**src/rtl/prog_counter.sv**
```systemverilog
// Up/down counter-timer with prescaler, programmable terminal value and wrap/saturate/one-shot end modes.
// count, tc and done are registered and update on the edge that samples the clear, load or step.
module prog_counter #(
    parameter int WIDTH      = 8,
    parameter int PRESCALE_W = 4
) (
    input  logic                  clk,
    input  logic                  reset,
    input  logic                  enable,
    input  logic                  clear,
    input  logic                  load,
    input  logic [WIDTH-1:0]      load_value,
    input  logic                  up_down,
    input  logic [1:0]            mode,
    input  logic [WIDTH-1:0]      limit,
    input  logic [PRESCALE_W-1:0] prescale,
    output logic [WIDTH-1:0]      count,
    output logic                  tc,
    output logic                  done
);

    localparam logic [1:0] MODE_SAT  = 2'b01;
    localparam logic [1:0] MODE_ONCE = 2'b10;

    logic [WIDTH-1:0]      count_q, count_d;
    logic                  tc_q, tc_d;
    logic                  done_q, done_d;
    logic [PRESCALE_W-1:0] pre_cnt_q, pre_cnt_d;

    logic tick;
    logic step;
    logic at_term;

    assign tick    = enable && (pre_cnt_q == prescale);
    assign step    = tick && !((mode == MODE_ONCE) && done_q);
    assign at_term = up_down ? (count_q >= limit) : (count_q == '0);

    always_comb begin
        count_d   = count_q;
        tc_d      = 1'b0;
        done_d    = done_q;
        pre_cnt_d = pre_cnt_q;

        if (clear) begin
            count_d   = '0;
            done_d    = 1'b0;
            pre_cnt_d = '0;
        end else if (load) begin
            count_d   = load_value;
            done_d    = 1'b0;
            pre_cnt_d = '0;
        end else begin
            // Prescaler keeps running while done so a reload restarts cleanly from 0.
            if (enable) begin
                pre_cnt_d = tick ? '0 : pre_cnt_q + PRESCALE_W'(1);
            end
            if (step) begin
                if (!at_term) begin
                    count_d = up_down ? count_q + WIDTH'(1) : count_q - WIDTH'(1);
                end else begin
                    tc_d = 1'b1;
                    case (mode)
                        MODE_SAT:  count_d = count_q;
                        MODE_ONCE: done_d  = 1'b1;
                        default:   count_d = up_down ? '0 : limit;
                    endcase
                end
            end
        end
    end

    always_ff @(posedge clk or posedge reset) begin
        if (reset) begin
            count_q   <= '0;
            tc_q      <= 1'b0;
            done_q    <= 1'b0;
            pre_cnt_q <= '0;
        end else begin
            count_q   <= count_d;
            tc_q      <= tc_d;
            done_q    <= done_d;
            pre_cnt_q <= pre_cnt_d;
        end
    end

    assign count = count_q;
    assign tc    = tc_q;
    assign done  = done_q;

endmodule

```
**config.mk**
```make
export PLATFORM = sky130hd
export DESIGN_NAME = prog_counter
export DESIGN_NICKNAME = d
export VERILOG_FILES = /design/src/rtl/prog_counter.sv
export SDC_FILE = /design/constraint.sdc
export NUM_CORES = 1
export LEC_CHECK = 0
export CAP_MARGIN = 20
export CORE_MARGIN = 3
export CORE_UTILIZATION = 30
export CTS_BUF_LIST = sky130_fd_sc_hd__clkbuf_4 sky130_fd_sc_hd__clkbuf_8
export DETAILED_ROUTE_END_ITERATION = 10
export GPL_TIMING_DRIVEN = 0
export SLEW_MARGIN = 30
export SYNTH_ARGS = -nofsm -noshare
export SYNTH_HDL_FRONTEND = slang
export SYNTH_SLANG_ARGS = --single-unit
export TNS_END_PERCENT = 50
```
**constraint.sdc**
```tcl
create_clock -name clk -period 2.9 [get_ports clk]
set_input_delay 0.725 -clock clk [delete_from_list [all_inputs] [get_ports clk]]
set_output_delay 0.725 -clock clk [all_outputs]
set_load 0.01 [all_outputs]
```
# --- Yosys cells after proc, flatten, opt, wreduce, memory -nomap -nowiden ---
# Index checks and enable logic that the tools add are counted.
word_totals:
  in_bits: 28
  register_bits: 14
  wordCells: 45
  out_inout_bits: 10
op_classes:
  n_mux: 21
  order_cmp: 1
  addsub: 3
  n_reduce_logical: 12
  n_eq_ne: 4
ops:
  columns: ["operator", "n"]
  rows:
  - ["8-bit two-way mux", 7]
  - ["4-bit two-way mux", 4]
  - ["3-bit nonzero test", 4]
  - ["1-bit two-way mux", 10]
  - ["8-bit by 1-bit adder with 8-bit output, second input constant", 1]
  - ["8-bit >= comparator", 1]
  - ["8-bit logical NOT", 1]
  - ["8-bit by 1-bit subtractor with 8-bit output, second input constant", 1]
  - ["4-bit by 1-bit adder with 4-bit output, second input constant", 1]
  - ["4-bit equality test", 1]
  - ["4-bit inequality test, second input constant", 1]
  - ["1-bit logical AND", 3]
  - ["3-bit AND reduction", 1]
  - ["2-bit by 1-bit equality test with 1-bit output, second input constant", 1]
  - ["2-bit equality test, second input constant", 1]
  - ["2-bit AND reduction", 1]
  - ["2-bit OR reduction", 1]
  - ["1-bit logical NOT", 1]

# --- Depth between registers and ports, before layout ---
# Gate-level depths: netlist (run 1).
logic_depth:
  word_depth: 7
  ltp_mapped: 9
  depth_no_buf: 8

# --- Least setup slack after synthesis (run 1) ---
# Ideal clock, no wire load.
synth_path:
  kind: "in2reg"
  startpoint: "in limit[7]"
  endpoint: "reg count_q[5], in the netlist count[5]"
  t_arrival_ps: 2264
  required_ps: 2761
  path_slack_ps: 497
  setup_ps: 139
  path_buffers: 1
  cell_stages: 9
  path_cell_list: "inv_1 > ha_1 > o21ai_0 > a221oi_1 > nor2_2 > or2_2 > buf_6 > a221oi_1 > o41ai_1"
synth_via:
  elab_chain_cells: 6
synth_rtl:
  columns: ["item", "line", "text"]
  rows:
  - ["from (decl)", "15", "input logic [WIDTH-1:0] limit,"]
  - ["8-bit >= comparator (*)", "36", "assign at_term = up_down ? (count_q >= limit) : (count_q == '0);"]
  - ["1-bit two-way mux (*)", "36", null]
  - ["8-bit two-way mux", "58", "if (!at_term) begin"]
  - ["8-bit two-way mux", "57", "if (step) begin"]
  - ["8-bit two-way mux", "48", "end else if (load) begin"]
  - ["8-bit two-way mux", "44", "if (clear) begin"]
  - ["to (signal assigned)", "79", "count_q <= count_d;"]
  - ["to (decl)", "25", "logic [WIDTH-1:0] count_q, count_d;"]
# Every way passes the cells marked *; elsewhere a longest branch is shown, timed or not. The select of a mux whose other input is x is not followed.
# A chain may end at the register's enable or synchronous reset.

# --- Final worst setup path (run 1) ---
layout_path:
  startpoint: "in limit[7]"
  endpoint: "reg count_q[6], in the netlist count[6]"
# The elaborated chain is that of the path after synthesis.

==> run_results.csv, run 1 <==
group,metric,value,unit
critical_path,reg2reg_setup_slack,0.32,ns
clocking,worst_setup_hold_path_clk_slew,0.05,ns
timing,slew_headroom,64.1,%
clocking,clock_path_buffers,2,
placed_design,io_port_bufs,34,
final_layout,syn_to_final_growth,33.3,%
run,cap_viol_max_count,0,
synthesis,synth_seq_cells,14,
die,ioPinCount,38,
critical_path,maximum_fanout_along_the_worst_path,8,
pwr,power.leakage,0.808,nW
critical_path,kind_of_critical_path,"in -> reg",
synthesis,synthesis.instances,156,
pwr,powerDensity,435,nW/um^2
synthesis,most_instantiated_library_cell_after_synthesis,"sky130_fd_sc_hd__inv_1",
clocking,cts_root_buffer,"sky130_fd_sc_hd__clkbuf_8",
drt,routed_wire_length_per_instance,13.9,um
clocking,cts_sinks,14,
global_routing,number_of_antenna_violations_at_the_first_check_in_global_routing,0,
critical_path,crit_path_start_kind,"input port",
synthesis,synth_flop_cell,"sky130_fd_sc_hd__dfrtp_1",
final_layout,multiInputGateArea,913,sq um
synthesis,synth_commonest_cells,"sky130_fd_sc_hd__inv_1 (17), sky130_fd_sc_hd__ha_1 (16), sky130_fd_sc_hd__nor2_1 (15)",
worst_hold_path,hold_path_class,"reg -> reg",
placed_design,post-dp-hpwl,2.74,mm
critical_path,critPathCaptureType,"flip-flop",
drt,drc,0,
placed_design,dpl-instance-area,1780,sq um
synthesis,synth-edff-count,0,
final_layout,nFillCells,435,
timing,fmaxAchievable,357,MHz
die,die_span_x,73.7,um
clocking,htreeDepth,1,
die,core.rowCount,23,
critical_path,arrival_time_worst_endpoint,2.91,ns
outcome,outcome,"finished, final reports clean",
drt,antenna_violating_nets_post_route,0,
critical_path,ff2ff_path_depth,7,
critical_path,worstSetupEndpoint,"count[6]",
clocking,cts_setup_buffers,0,
drt,drtIter0Drc,70,
final_layout,antennaDiodeCount,0,
synthesis,postSynthNetCount,201,
synthesis,fraction_of_registers_with_async_set_reset,100,%
final_layout,nets,240,
synthesis,post_synth_mux_area_share,0.819,%
synthesis,dominant_combinational_cell_family_by_area_after_synthesis,"compound AO/OA/AOI/OAI gates",
drt,postRouteWirelength,3.37,mm
global_routing,grt_pass1_wl,5.45,mm
synthesis,post-synth-top-area-cell,"sky130_fd_sc_hd__dfrtp_1",
synthesis,synth_top_cells_by_area,"sky130_fd_sc_hd__dfrtp_1 (25%), sky130_fd_sc_hd__ha_1 (15%), sky130_fd_sc_hd__a221oi_1 (5.1%), sky130_fd_sc_hd__inv_1 (4.6%), sky130_fd_sc_hd__o41ai_1 (4.5%)",
critical_path,r2r_start,"count[4]",
synthesis,synth_sequential_area_ratio,25.5,%
global_routing,first_global_vias,1160,
final_layout,final_cell_area,1830,sq um
final_layout,layout.core_utilization,43.6,%
die,chipHeight,73.7,um
placed_design,globalplace.congestion,0.833,
global_routing,globalRouteOverflowTotal,0,
synthesis,synth_area,1380,sq um
timing,final.setup.tns,0,ns
synthesis,synthesis.yosys.warnings,0,
final_layout,area.sequential,350,sq um
die,initial_core_utilization,32.7,%
timing,skew,0.000470,ns
timing,worstMarginPinSlew,0.538,ns
clocking,tritoncts,"yes",
synthesis,post_synth_and_or_nand_nor_area_fraction,18.1,%
global_routing,track_usage,12.9,%
synthesis,synthAdderAreaFrac,16.0,%
clocking,hold_buffers_post_cts,0,
timing,setup_viol,0,
drt,via_per_inst,5.22,
synthesis,post_synthesis_cell_type_count,38,
clocking,worstSkewPairLatency,0.24,ns
timing,layout_worst_path_cycle_share,96.7,%
synthesis,postSynthAreaPerCell,8.81,sq um
clocking,cts_buffers,3,
critical_path,critical_path.startpoint,"limit[7]",
critical_path,critical_path.reg2reg.endpoint,"count[6]",
synthesis,synth_compound_area_share,23.7,%
synthesis,synth_xor_xnor_area_share,7.01,%
timing,timing_hold_violations_final,0,
final_layout,layout-drive-gt1-share,10.9,%
die,die-area,5430,sq um
drt,via_count,1268,
die,floorplan.core_area,4200,sq um
global_routing,grt_start_max_net_pins,15,
timing,finalCriticalPeriod,2.80,ns
synthesis,synthDominantCellAreaShare,25.5,%
critical_path,critical_path_required,3.00,ns
pwr,report.power.total,797,uW
pwr,irDropWorstVdd,0.000222,V
drt,drt-pass1-iter-count,4,
timing,timing_max_transition_violations_final,0,
## per-layer routing
| layer | vias to the layer above | share of wire, % | GRT usage (%) |
|---|---|---|---|
| met2 | 47 | 44 | 19.6 |
| met4 | 0 | 0.30 | 2.01 |
| met5 | - | 0 | 0 |
| met1 | 570 | 49 | 18.4 |
| met3 | 2 | 6.6 | 3.56 |
| li1 | 649 | - | - |
## how the worst min path moves through the flow
| stage | start | to | slack (ns) | depth (start not counted) |
|---|---|---|---|---|
| 2_1_floorplan | pre_cnt_q[3] | pre_cnt_q[3] | 0.52 | 2 |
| 3_3_place_gp | done | done | 0.53 | 2 |
| 3_5_place_dp | done | done | 0.53 | 2 |
| 4_1_cts | done | done | 0.54 | 2 |
| 5_1_grt | done | done | 0.56 | 2 |
| 6_report | done | done | 0.53 | 2 |
## flip-flops by register name (all words and copies together), names as in the netlist
name	cells
count	8
done	1
pre_cnt_q	4
tc	1
## where the power goes
| group | total (mW) | internal, mW | switching, mW | leakage, nW |
|---|---|---|---|---|
| clock | 0.151 | 0.0914 | 0.0595 | 0.0216 |
| sequential | 0.252 | 0.216 | 0.0363 | 0.186 |
| combinational | 0.394 | 0.204 | 0.190 | 0.601 |
| total | 0.797 | 0.511 | 0.286 | 0.808 |
## cells in the final DEF, fill, tap and decap left out, types with 2 or more instances in the layout
cell type and n:
sky130_fd_sc_hd__clkdlybuf4s50_1 33, sky130_fd_sc_hd__inv_1 16, sky130_fd_sc_hd__ha_1 16, sky130_fd_sc_hd__nor2_1 15, sky130_fd_sc_hd__dfrtp_1 14, sky130_fd_sc_hd__nand2_1 13, sky130_fd_sc_hd__o21ai_0 7, sky130_fd_sc_hd__a21oi_1 7
sky130_fd_sc_hd__a221oi_1 7, sky130_fd_sc_hd__o41ai_1 7, sky130_fd_sc_hd__xor2_1 6, sky130_fd_sc_hd__clkbuf_8 5, sky130_fd_sc_hd__xnor2_1 5, sky130_fd_sc_hd__nor3_1 4, sky130_fd_sc_hd__nand2b_1 3, sky130_fd_sc_hd__o211ai_1 3
sky130_fd_sc_hd__buf_6 2, sky130_fd_sc_hd__or2_2 2, sky130_fd_sc_hd__a211oi_1 2, sky130_fd_sc_hd__nand3_1 2, sky130_fd_sc_hd__and3_1 2
## worst max-delay path: stages
cell,delay (ns)
sky130_fd_sc_hd__clkdlybuf4s50_1,0.50
sky130_fd_sc_hd__inv_1,0.05
sky130_fd_sc_hd__ha_1,0.29
sky130_fd_sc_hd__o21ai_0,0.10
sky130_fd_sc_hd__a221oi_2,0.28
sky130_fd_sc_hd__nor2_2,0.09
sky130_fd_sc_hd__or2_2,0.32
sky130_fd_sc_hd__buf_6,0.14
sky130_fd_sc_hd__a221oi_1,0.28
sky130_fd_sc_hd__o41ai_1,0.12
## stage by stage
stage	hold slack [ns]	instances	setup slack, ns
finish	0.533	243	0.0953
global placement	0.526	240	-0.330
global route	0.564	243	-0.0190
floorplan	0.521	156	0.497
detailed placement	0.530	240	-0.318
CTS	0.539	243	0.0101
## cells by family after synthesis
logic type	after synthesis
compound gates	42
fa+ha+maj	17
mux	1
flops	14
buf+inv	23
xor+xnor	11
simple gates	48
## timing repair
| item | 4_1_cts | 5_1_grt |
|---|---|---|
| resized for setup | 1 | 3 |
| pin swaps | 0 | 2 |
| endpoints found under the hold margin | 0 | 0 |
| gates cloned | 0 | 0 |
| endpoints found under the setup margin | 3 | 8 |
## cell type report
class,count,area share [%]
multi-input cells,119,49.8
flip-flops and latches,14,19.1
repair buffers,34,18.7
inverters,18,3.69
well taps,50,3.41
plain buffers,5,3.00
clock buffers,3,2.25
No activity file was read; power rests on OpenSTA's default activity.
==> run 2: changes to the inputs <==
--- a/config.mk
+++ b/config.mk
@@ -9,6 +9,7 @@
 export CORE_MARGIN = 3
 export CORE_UTILIZATION = 30
 export CTS_BUF_LIST = sky130_fd_sc_hd__clkbuf_4 sky130_fd_sc_hd__clkbuf_8
+export CTS_CLUSTER_SIZE = 14
 export DETAILED_ROUTE_END_ITERATION = 10
 export GPL_TIMING_DRIVEN = 0
 export SLEW_MARGIN = 30
==> results of run 2 <==
Same layout as run 1: the final DEF is identical, and so are final timing and power.
